**src/rtl/rr_arbiter_lock_if.sv**
```systemverilog
// Request/grant bundle between requesters and one rr_arbiter_lock.
//   i_request     [NUMBER_PORTS] per-port level request, bit i = port i
//   i_release     granted port's last transfer cycle (tail)
//   o_grant       [NUMBER_PORTS] registered one-hot grant, zero when idle
//   o_chosen      [CW] binary index of the granted port, zero when idle
//   o_grant_valid high while a grant is active
// The tail strobe is i_release because release is a reserved word.
interface rr_arbiter_lock_if #(
  parameter int unsigned NUMBER_PORTS = 4
);
  localparam int unsigned CW = $clog2(NUMBER_PORTS);

  logic [NUMBER_PORTS-1:0] i_request;
  logic                    i_release;
  logic [NUMBER_PORTS-1:0] o_grant;
  logic [CW-1:0]           o_chosen;
  logic                    o_grant_valid;

  modport master (
    output i_request, i_release,
    input  o_grant, o_chosen, o_grant_valid
  );

  modport slave (
    input  i_request, i_release,
    output o_grant, o_chosen, o_grant_valid
  );
endinterface

```
**src/rtl/rr_arbiter_lock.sv**
```systemverilog
// Round-robin arbiter with optional grant lock, one per router output port.
// Ports:
//   clk      rising-edge clock
//   reset_n  asynchronous active-low reset
//   bus      rr_arbiter_lock_if.slave: i_request, i_release in;
//            o_grant, o_chosen, o_grant_valid out (all registered)
// Parameters:
//   number_ports  requesters, 2..32 (non-power-of-2 allowed)
//   lock_mode     1: hold grant until release or request drop
//                 0: re-arbitrate every cycle
module rr_arbiter_lock #(
  parameter int unsigned number_ports = 4,
  parameter int unsigned lock_mode    = 1
) (
  input logic               clk,
  input logic               reset_n,
  rr_arbiter_lock_if.slave  bus
);

  localparam int unsigned N  = number_ports;
  localparam int unsigned CW = $clog2(number_ports);
  localparam logic [CW:0]   NP   = (CW+1)'(N);
  localparam logic [CW-1:0] LAST = CW'(N - 1);

  typedef enum logic {IDLE, BUSY} state_t;

  state_t          r_state, w_state_nxt;
  logic [N-1:0]    r_grant, w_grant_nxt;
  logic [CW-1:0]   r_chosen, w_chosen_nxt;
  logic [CW-1:0]   r_ptr, w_ptr_nxt;

  logic [CW-1:0]   w_chosen_inc;
  logic            w_end;
  logic [CW-1:0]   w_base;
  logic [2*N-1:0]  w_dbl;
  logic [N-1:0]    w_rot;
  logic            w_found;
  logic [CW-1:0]   w_off;
  logic [CW:0]     w_sum;
  logic [CW-1:0]   w_win;
  logic [CW-1:0]   w_win_inc;
  logic [N-1:0]    w_win_oh;

  // Winner search: rotate request so the base port sits at bit 0, take the
  // lowest set bit, then map the offset back to a port index mod N.
  always_comb begin
    w_chosen_inc = (r_chosen == LAST) ? '0 : r_chosen + 1'b1;
    w_end        = bus.i_release | ~bus.i_request[r_chosen];

    // When a locked grant ends, the pointer update and the new search happen
    // on the same edge, so search from chosen+1 directly for zero bubble.
    if (lock_mode != 0 && r_state == BUSY)
      w_base = w_chosen_inc;
    else
      w_base = r_ptr;

    w_dbl = {bus.i_request, bus.i_request};
    w_rot = '0;
    for (int unsigned i = 0; i < N; i++)
      w_rot[i] = w_dbl[i + 32'(w_base)];

    w_found = 1'b0;
    w_off   = '0;
    for (int unsigned i = 0; i < N; i++) begin
      if (!w_found && w_rot[i]) begin
        w_found = 1'b1;
        w_off   = CW'(i);
      end
    end

    w_sum = {1'b0, w_base} + {1'b0, w_off};
    if (w_sum >= NP)
      w_win = CW'(w_sum - NP);
    else
      w_win = w_sum[CW-1:0];

    w_win_inc = (w_win == LAST) ? '0 : w_win + 1'b1;

    w_win_oh        = '0;
    w_win_oh[w_win] = 1'b1;
  end

  // Next-state / next-output logic.
  always_comb begin
    w_state_nxt  = r_state;
    w_grant_nxt  = r_grant;
    w_chosen_nxt = r_chosen;
    w_ptr_nxt    = r_ptr;

    if (lock_mode == 0) begin
      // Free-running: every edge re-arbitrates, pointer follows each winner.
      if (w_found) begin
        w_state_nxt  = BUSY;
        w_grant_nxt  = w_win_oh;
        w_chosen_nxt = w_win;
        w_ptr_nxt    = w_win_inc;
      end else begin
        w_state_nxt  = IDLE;
        w_grant_nxt  = '0;
        w_chosen_nxt = '0;
      end
    end else begin
      case (r_state)
        IDLE: begin
          if (w_found) begin
            w_state_nxt  = BUSY;
            w_grant_nxt  = w_win_oh;
            w_chosen_nxt = w_win;
          end
        end
        BUSY: begin
          if (w_end) begin
            w_ptr_nxt = w_chosen_inc;
            if (w_found) begin
              w_grant_nxt  = w_win_oh;
              w_chosen_nxt = w_win;
            end else begin
              w_state_nxt  = IDLE;
              w_grant_nxt  = '0;
              w_chosen_nxt = '0;
            end
          end
        end
        default: begin
          w_state_nxt  = IDLE;
          w_grant_nxt  = '0;
          w_chosen_nxt = '0;
        end
      endcase
    end
  end

  always_ff @(posedge clk or negedge reset_n) begin
    if (!reset_n) begin
      r_state  <= IDLE;
      r_grant  <= '0;
      r_chosen <= '0;
      r_ptr    <= '0;
    end else begin
      r_state  <= w_state_nxt;
      r_grant  <= w_grant_nxt;
      r_chosen <= w_chosen_nxt;
      r_ptr    <= w_ptr_nxt;
    end
  end

  assign bus.o_grant       = r_grant;
  assign bus.o_chosen      = r_chosen;
  assign bus.o_grant_valid = (r_state == BUSY);

endmodule

```
**src/flat_wrapper.sv**
```systemverilog
// flat-port wrapper written by rule: the top's interface ports become plain ports
module rr_arbiter_lock_flat 
#(
  parameter int unsigned number_ports = 4,
  parameter int unsigned lock_mode    = 1
)
  (clk, reset_n, bus_i_request, bus_i_release, bus_o_grant, bus_o_chosen, bus_o_grant_valid);
  rr_arbiter_lock_if #(.NUMBER_PORTS(4)) bus_i ();
  input logic clk;
  input logic reset_n;
  input wire logic [$bits(bus_i.i_request)-1:0] bus_i_request;
  input wire logic [$bits(bus_i.i_release)-1:0] bus_i_release;
  output wire logic [$bits(bus_i.o_grant)-1:0] bus_o_grant;
  output wire logic [$bits(bus_i.o_chosen)-1:0] bus_o_chosen;
  output wire logic [$bits(bus_i.o_grant_valid)-1:0] bus_o_grant_valid;
  assign bus_i.i_request = bus_i_request;
  assign bus_i.i_release = bus_i_release;
  assign bus_o_grant = bus_i.o_grant;
  assign bus_o_chosen = bus_i.o_chosen;
  assign bus_o_grant_valid = bus_i.o_grant_valid;
  rr_arbiter_lock #(.number_ports(number_ports), .lock_mode(lock_mode)) u_core (.clk(clk), .reset_n(reset_n), .bus(bus_i));
endmodule
```
**config.mk**
```make
export PLATFORM = sky130hd
export DESIGN_NAME = rr_arbiter_lock_flat
export DESIGN_NICKNAME = d
export VERILOG_FILES = /design/src/rtl/rr_arbiter_lock_if.sv /design/src/rtl/rr_arbiter_lock.sv /design/src/flat_wrapper.sv
export SDC_FILE = /design/constraint.sdc
export NUM_CORES = 1
export LEC_CHECK = 0
export CAP_MARGIN = 20
export CORE_AREA = 2 2 39 41
export CTS_BUF_LIST = sky130_fd_sc_hd__clkbuf_4
export DETAILED_ROUTE_END_ITERATION = 8
export DIE_AREA = 0 0 41 43
export HOLD_SLACK_MARGIN = 0.15
export PLACE_DENSITY = 0.85
export SLEW_MARGIN = 20
export SYNTH_ARGS = -nofsm -noshare
export SYNTH_HDL_FRONTEND = slang
export SYNTH_SLANG_ARGS = --single-unit
```
**constraint.sdc**
```tcl
create_clock -name clk -period 7.25 [get_ports clk]
set_input_delay 1.0875 -clock clk [delete_from_list [all_inputs] [get_ports clk]]
set_output_delay 1.0875 -clock clk [all_outputs]
set_load 0.05 [all_outputs]
```
==> run summary, run 1 <==
Outcome
- run status: finished clean

Timing
- worst clock skew on the final layout: 0.00117 ns
- final-report setup violation count: 0
- minimum clock period after layout: 3.04 ns
- slew at the pin with the worst max-slew slack: 0.574 ns
- total negative setup slack: 0 ns
- worst setup margin: 4.21 ns
- Period Utilization, post-route: 0.419
- unrepaired setup endpoints after global routing: false
- Max Clock Freq: 0.329 GHz
- worst-case headroom to the max-slew limit: 0.617
- final hold violation count: 0
- max-slew violation total from the final report: 0

Power
- Worst VDD drop: 280 µV
- share of total power consumed by net switching: 0.492
- power density over the cells: 496 nW/µm²
- fraction of power consumed by sequential logic: 0.207
- Sw Pwr: 0.000215 W
- combinational share of power: 0.696
- clock share of power: 0.097
- internal portion of total power: 0.000222 W
- static leakage power: 0.363 nW

Clock tree
- clock tree root buffer cell: sky130_fd_sc_hd__clkbuf_4
- number of levels the H-tree was split into: 1
- CTS Hold Bufs: 0
- TritonCTS sink count: 9
- number of gates resized after CTS: 0
- clock insertion delay at the later pin of the skew report: 0.26 ns
- Reg clk slew, reported paths: 0.06 ns
- post-CTS setup-driven buffer insertion count: 0
- clock tree from TritonCTS: done
- buffers from clock root to sink, at most: 2
- TritonCTS buffer count: 3

Synth
- share of synthesized area occupied by flip-flops and latches: 0.311
- register bit total from synthesis: 9
- share of synthesized flip-flops with an asynchronous set or reset: 1.00
- number of flops mapped to enable cells by yosys: 0
- count of different cell masters after synthesis: 29
- Top FF cell, synth: sky130_fd_sc_hd__dfrtp_1
- leading post-synthesis cells by cell area: sky130_fd_sc_hd__dfrtp_1 (31%), sky130_fd_sc_hd__o21ai_0 (6.9%), sky130_fd_sc_hd__nand3_1 (5.5%), sky130_fd_sc_hd__nand2_1 (5.2%), sky130_fd_sc_hd__ha_1 (3.5%)
- post-synthesis average cell area: 9.06 µm²
- synthesized instance count: 80
- fraction of synthesized cell area taken by the top area cell type: 0.311
- area leader, netlist: sky130_fd_sc_hd__dfrtp_1
- number of synthesis warnings: 0
- commonest cells in the netlist: sky130_fd_sc_hd__nand2_1 (10), sky130_fd_sc_hd__o21ai_0 (10), sky130_fd_sc_hd__dfrtp_1 (9)
- post-synthesis instance area: 724 µm²
- number of nets produced by synthesis: 89

Critical path
- nature of the critical path endpoint: flop
- crit path DAT: 3.17 ns
- delay contributed by the slowest stage of the critical path: 0.68 ns
- most common cell type on the critical path: sky130_fd_sc_hd__o21ai_0
- highest fanout seen on the critical path: 9
- cell chain of the critical path: clkdlybuf4s50_1, inv_1, o21ai_0, a21oi_1, o22a_1, ha_1, mux2i_1, nor2_1, a31oi_1, o21ai_0
- sort of element at the start of the critical path: input port
- CP Data Required Time: 7.38 ns
- category of the critical setup timing path: in -> reg
- Max stage delay cell, worst path: sky130_fd_sc_hd__clkdlybuf4s50_1

Detailed routing
- Starting DRT DRC Count: 9
- # DRC: 0
- First-pass DRT Iterations: 4
- via count: 662
- number of nets with antenna violations after routing: 0
- WL per Instance: 13.7 µm
- Vias/cell: 5.96
- Total Routed Length: 1520 µm

GRT
- vias in the first global route: 552
- largest net degree at the start of global routing: 10
- global-route usage over all layers: 0.191
- total grt overflow: 0
- antenna violations before repair: 0
- global-route wire length before repair: 2320 µm

Floorplanning
- Row Count: 14
- initial cell density of the core: 0.524
- die extent in y: 43 µm
- die outline width: 41 µm
- top-level I/O count: 14
- standard cell core area: 1380 µm²
- Total Die Area: 1760 µm²

Finish
- multi-input logic area: 458 µm²
- fraction of layout cells with a size suffix above 1: 0.168
- number of nets in the final layout: 105
- diode insertion count for antenna repair: 0
- Reg area: 225 µm²
- Post-Route Utilization: 0.637
- area growth from synthesis to final layout: 21.8%
- Filler Cell Count: 124

Job
- number of maximum-capacitance violations: 0

Place
- DPL Wire Length: 1140 µm
- minimum setup slack after placement: 3.97 ns
- port buffer count: 13
- routability cong.: 0.810

Hold path
- worst hold path class: reg -> reg

-- power by group through the flow --
stage | Clock (W) | Combinational, W | Sequential (W)
finish | 0.0000424 | 0.000304 | 0.0000905
global route | 0.0000458 | 0.000326 | 0.0000939
CTS | 0.0000434 | 0.000301 | 0.0000905
detailed placement | 0 | 0.000301 | 0.0000919
global placement | 0 | 0.000291 | 0.0000908
floorplan | 0 | 0.000187 | 0.000136
-- path summary, 6_finish.rpt --
path                       cells after the start  slack [ns]                   start                endpoint
max in group asynchronous                      1        5.83                 reset_n  u_core.bus.o_chosen[1]
max                                           10        4.21        bus_i_request[2]  u_core.bus.o_chosen[0]
min in group asynchronous                      1        1.13                 reset_n   u_core.bus.o_grant[1]
min reg2reg                                    2        0.48   u_core.bus.o_grant[1]   u_core.bus.o_grant[1]
max reg2reg                                   11        4.69  u_core.bus.o_chosen[0]  u_core.bus.o_chosen[0]
min                                            2        0.48   u_core.bus.o_grant[1]   u_core.bus.o_grant[1]
-- cells in the final DEF, fill, tap and decap left out, types with 2 or more instances in the layout --
cell,count
sky130_fd_sc_hd__a21oi_1,2
sky130_fd_sc_hd__clkbuf_4,4
sky130_fd_sc_hd__clkdlybuf4s50_1,13
sky130_fd_sc_hd__dfrtp_1,9
sky130_fd_sc_hd__ha_1,2
sky130_fd_sc_hd__inv_1,5
sky130_fd_sc_hd__mux2_2,2
sky130_fd_sc_hd__mux2i_1,2
sky130_fd_sc_hd__nand2_1,10
sky130_fd_sc_hd__nand3_1,8
sky130_fd_sc_hd__nor2_1,5
sky130_fd_sc_hd__nor2_2,2
sky130_fd_sc_hd__nor3_1,3
sky130_fd_sc_hd__nor3b_2,2
sky130_fd_sc_hd__o211ai_1,2
sky130_fd_sc_hd__o21ai_0,10
-- registers in the layout (all words and copies together), names as in the netlist --
name and count:
u_core.bus.o_chosen 2, u_core.bus.o_grant 4, u_core.bus.o_grant_valid 1, u_core.r_ptr 2
-- kinds of logic after synthesis --
kind of cell	Yosys count	share of synthesized area
compound gates	22	0.228
flops	9	0.311
buf+inv	7	0.0570
fa+ha+maj	2	0.0345
mux	6	0.121
simple gates	34	0.249
-- layer usage --
metal  global-route usage  part of all wire  vias to the layer above
met3               0.0157             0.049                        4
met5                    0                 0                        -
met1                0.296              0.47                      309
li1                     -                 -                      330
met4                0.100             0.019                        0
met2                0.256              0.46                       19
-- stage by stage --
stage	power [W]	cell area (µm²)	std cells	hold WS [ns]
floorplan	0.000323	724	80	0.473
global placement	0.000382	852	107	0.465
detailed placement	0.000392	852	107	0.470
CTS	0.000435	882	111	0.481
global route	0.000465	882	111	0.510
finish	0.000437	882	111	0.477
-- critical path: cells and delay by family --
kind | cells | cell delay, ns
muxes | 1 | 0.15
adders and majority gates | 1 | 0.35
and+or+nand+nor | 1 | 0.05
AOI/OAI and AO/OA | 5 | 0.72
buffers and inverters | 2 | 0.80
-- final cells by class --
type,count,area share
clock buffer,4,0.0340
inverter,5,0.0213
multi-input combinational,64,0.519
sequential,9,0.255
tap,16,0.0227
timing repair buffer,13,0.148
Note: power is estimated with default switching activity, not from simulation.
==> run 2: changes to the inputs <==
CORE_AREA = unset   (was 2 2 39 41)
CORE_MARGIN = 1   (was unset)
CORE_UTILIZATION = 52   (was unset)
DIE_AREA = unset   (was 0 0 41 43)
PLACE_DENSITY = 0.82   (was 0.85)
clock period = 3.13 ns   (was 7.25 ns; I/O delays follow)
==> run summary, run 2 (synthesized netlist as in run 1, its figures left out) <==
GRT
- largest net degree at the start of global routing: 10
- total grt overflow: 0
- vias in the first global route: 565
- global-route usage over all layers: 0.239
- antenna violations before repair: 0
- global-route wire length before repair: 2430 µm

Clock tree
- TritonCTS sink count: 9
- number of gates resized after CTS: 0
- clock tree from TritonCTS: done
- TritonCTS buffer count: 3
- CTS Hold Bufs: 0
- clock tree root buffer cell: sky130_fd_sc_hd__clkbuf_4
- buffers from clock root to sink, at most: 2
- post-CTS setup-driven buffer insertion count: 0
- Reg clk slew, reported paths: 0.06 ns
- clock insertion delay at the later pin of the skew report: 0.26 ns
- number of levels the H-tree was split into: 1

Place
- minimum setup slack after placement: 0.459 ns
- port buffer count: 13
- routability cong.: 0.793
- DPL Wire Length: 1210 µm
- cell count after placement: 106

Hold path
- worst hold path class: reg -> reg
- worst hold start: u_core.bus.o_grant[2]
- number of cells on the worst hold path: 2
- terminating pin of the worst hold path: u_core.bus.o_grant[2]

Power
- static leakage power: 0.363 nW
- power density over the cells: 1140 nW/µm²
- Worst VDD drop: 592 µV

Finish
- leading cell types in the layout, fill and taps excluded: sky130_fd_sc_hd__clkdlybuf4s50_1 (13), sky130_fd_sc_hd__nand2_1 (10), sky130_fd_sc_hd__o21ai_0 (10)
- number of nets in the final layout: 105
- Post-Layout Cell Count: 110
- fraction of layout cells with a size suffix above 1: 0.168
- diode insertion count for antenna repair: 0
- area growth from synthesis to final layout: 21.6%
- number of flip-flops in the largest register: 4
- Filler Cell Count: 114
- leading cell type in the layout, fill and taps excluded: sky130_fd_sc_hd__clkdlybuf4s50_1

Critical path
- cell chain of the critical path: ha_1, mux2i_4, nand2_1, a21oi_1, o21ai_0, o22a_1, ha_1, nor3_1, o21ai_0, nand3_1
- slack of the worst reg-to-reg path: 0.57 ns
- sort of element at the start of the critical path: flop
- nature of the critical path endpoint: flop
- category of the critical setup timing path: reg -> reg
- worst reg2reg path depth: 10
- Reg-to-Reg Start: u_core.bus.o_chosen[0]
- Max stage delay cell, worst path: sky130_fd_sc_hd__dfrtp_1
- delay contributed by the slowest stage of the critical path: 0.47 ns
- crit path DAT: 2.76 ns
- capturing point of the worst reg2reg path: u_core.bus.o_grant[2]
- highest fanout seen on the critical path: 8
- CP Data Required Time: 3.32 ns

Timing
- final-report setup violation count: 0
- total negative setup slack: 0 ns
- unrepaired setup endpoints after global routing: false
- Period Utilization, post-route: 0.819
- worst setup margin: 0.567 ns
- minimum clock period after layout: 2.56 ns
- max-slew violation total from the final report: 0
- worst-case headroom to the max-slew limit: 0.669
- slew at the pin with the worst max-slew slack: 0.495 ns
- final hold violation count: 0
- Max Clock Freq: 0.390 GHz
- worst clock skew on the final layout: 0.00275 ns

Detailed routing
- Total Routed Length: 1530 µm
- Starting DRT DRC Count: 19
- WL per Instance: 13.9 µm
- Vias/cell: 6.12
- First-pass DRT Iterations: 4
- # DRC: 0
- number of nets with antenna violations after routing: 0
- via count: 673

Floorplanning
- die extent in y: 39.3 µm
- top-level I/O count: 14
- Total Die Area: 1550 µm²
- initial cell density of the core: 0.557
- Row Count: 13
- standard cell core area: 1300 µm²
- die outline width: 39.3 µm

Job
- number of maximum-capacitance violations: 0

Outcome
- run status: finished clean

[run 2: cell counts in the layout (fill, tap and decap cells not counted)]
Identical to the previous run, type by type.
[run 2: per-stage QoR]
step | util | hold WS (ns) | power, W | cell area, µm²
finish | 0.677 | 0.471 | 0.00101 | 881
global route | 0.677 | 0.498 | 0.00109 | 881
CTS | 0.677 | 0.478 | 0.00101 | 881
detailed placement | 0.654 | 0.465 | 0.000913 | 851
global placement | 0.654 | 0.467 | 0.000894 | 851
floorplan | - | 0.174 | 0.000749 | 724
[run 2: worst max path at each step]
stage,slack [ns],end,from,depth (start not counted)
floorplan,0.54,u_core.bus.o_chosen[0],u_core.bus.o_chosen[0],11
global placement,0.51,u_core.bus.o_grant[2],bus_i_request[2],11
detailed placement,0.46,u_core.bus.o_grant[2],bus_i_request[2],11
CTS,0.58,u_core.bus.o_grant[2],u_core.bus.o_chosen[0],10
global route,0.32,u_core.bus.o_grant[0],u_core.bus.o_chosen[0],10
finish,0.57,u_core.bus.o_grant[2],u_core.bus.o_chosen[0],10
[run 2: routing by layer]
metal,track usage,wire [µm],vias up
li1,-,-,334
met1,0.313,687,320
met2,0.388,768,17
met3,0.0682,64,2
met4,0.0517,5,0
met5,0,0,-
[run 2: power breakdown]
part	internal (W)	switching, W
registers	0.000168	0.0000451
clock network	0.0000576	0.0000380
logic	0.000288	0.000410
total	0.000514	0.000493
[run 2: critical path: cells and delay by family, from the launching register on]
family | cells | cell delay, ns
adders and majority gates | 2 | 0.72
AOI/OAI and AO/OA | 4 | 0.57
and+or+nand+nor | 3 | 0.48
DFF | 1 | 0.47
muxes | 1 | 0.25
[run 2: area by class of cell]
type	instances	area, µm²	area share
clock buffer	4	30.0	0.0341
timing repair buffer	13	130	0.148
sequential	9	225	0.256
tap	15	18.8	0.0213
inverter	5	18.8	0.0213
multi-input combinational	64	458	0.520
==> patch (settings of run 2) <==
Make the reset (`reset_n`) synchronous in one clocked block. Comments in the files are not updated.
--- a/src/rtl/rr_arbiter_lock.sv
+++ b/src/rtl/rr_arbiter_lock.sv
@@ -132,3 +132,3 @@
 
-  always_ff @(posedge clk or negedge reset_n) begin
+  always_ff @(posedge clk) begin
     if (!reset_n) begin
Behaviour: differs if reset_n is asserted again (counterexample within 4 cycles, from zero or initial values and one cycle with reset_n low); with reset_n held inactive, the same outputs for 10 cycles.
==> patch against run 2 <==
Routed wire length rose by 31%. Synthesized cell count grew 28%. Clock power down 5.1%. Die area increased by 11%. Clock skew is 0.0011 ns higher. Fmax rose by 1.2%. Total power fell by 23%. Global-route usage rose by 1.7 points. Design area increased by 9.4%. First-iteration DRC count is 120% higher. Worst setup slack better by 0.032 ns. Synthesized area grew 11%. Sequential cell count unchanged. Largest cell class unchanged. Highest routed layer unchanged.
==> patch: results (changes against run 2) <==
Fraction of final layout cells sized beyond drive strength 1: 10.3% (-6.5 points)
Maximum fanout count along the critical path: 7 (-1)
Synth top cells by count: nand2_1, dfxtp_1, nor2b_1, nand3_1, o21ai_0
Main flop type after synthesis: dfxtp_1
Hold Path Origin: u_core.bus.o_grant[2]
Aggregate routed wire length: 2000 microns (+31%)
Gate count after technology mapping: 102 (+28%)
Worst R2R End: u_core.bus.o_grant[2]
Met3 wire len: 124 microns (+94%)
Post-Synthesis Net Count: 111 (+25%)
End point of the worst hold path: u_core.bus.o_grant[2]
Global router's overall resource usage: 25.5% (+1.7 points)
Worst voltage drop across the vdd grid: 0.000715 V (+21%)
Number of distinct standard cells referenced by the synthesized netlist: 36 (+24%)
Main area contributors after synthesis: dfxtp_1, nor2b_1, o211ai_1, nand3_1, o21ai_0
Leakage dissipation: 0.372 nW (+2.6%)
DR WL met2: 944 microns (+23%)
Outcome: finished clean
Number of filler instances in the final layout: 110 (-3.5%)
Wirelength per Cell: 15.2 microns (+9.8%)
Kind of cell adding the most delay to the critical path: compound AO/OA/AOI/OAI gates
Total routed wire length on the met1 layer: 895 microns (+30%)
Iteration-0 DRC Markers: 42 (+23)
Total half-perimeter wirelength after legalization and detailed placement: 1510 microns (+24%)
Global-route wire length before repair: 2790 microns (+15%)
Largest net degree at the start of global routing: 16 (+6)
Placer Congestion: 0.790 (-0.35%)
Fin Clk Skew: 0.00388 ns (+0.00112 ns)
Data arrival time of the worst path: 2.74 ns (-0.02 ns)
Proportion of register bits with asynchronous set or reset after synthesis: 0% (-100 points)
[patch: cells by family (layout without fill, tap and decap cells)]
| family | after synthesis | count (layout) | synth area share [%] |
|---|---|---|---|
| compound gates | 30 | 30 | 27.3 |
| xor+xnor | 2 | 2 | 2.17 |
| fa+ha+maj | 2 | 2 | 3.10 |
| buf+inv | 9 | 23 | 5.27 |
| flops | 9 | 9 | 22.3 |
| mux | 6 | 6 | 11.2 |
| simple gates | 44 | 44 | 28.7 |
[patch: power groups by stage]
stage | clock [mW] | combinational [mW] | sequential (mW)
after floorplan | 0 | 0.260 | 0.293
after global placement | 0 | 0.480 | 0.193
after detailed placement | 0 | 0.489 | 0.196
after CTS | 0.0950 | 0.492 | 0.192
after global routing | 0.0996 | 0.527 | 0.197
final | 0.0907 | 0.496 | 0.193
[patch: worst min-delay path: cells and delay by family, from the launching register on]
kind / cells / cell delay [ns]
AND/OR/NAND/NOR: 2 / 0.11
flip-flops: 1 / 0.33
[patch: layer usage]
metal	up-vias	track usage (%)
met4	0	12.1
li1	405	-
met3	6	3.19
met1	381	29.4
met2	29	46.1
met5	-	0
[patch: metrics by stage]
step	hold slack, ns	setup WS [ns]	power (mW)	utilization, %	cell area [sq um]
after detailed placement	0.454	0.514	0.685	68.5	936
after global placement	0.445	0.556	0.673	68.5	936
after global routing	0.494	0.380	0.824	70.5	963
final	0.465	0.598	0.780	70.5	963
after CTS	0.471	0.614	0.780	70.5	963
after floorplan	0.498	0.562	0.553	-	807
[patch: area by class of cell]
class	count	area [sq um]	area share (%)
Timing Repair Buffer	13	130	13.5
Tap cell	15	18.8	1.95
Sequential cell	9	180	18.7
Multi-Input combinational cell	84	584	60.6
Clock buffer	3	22.5	2.34
Clock inverter	1	5.00	0.519
Inverter	6	22.5	2.34
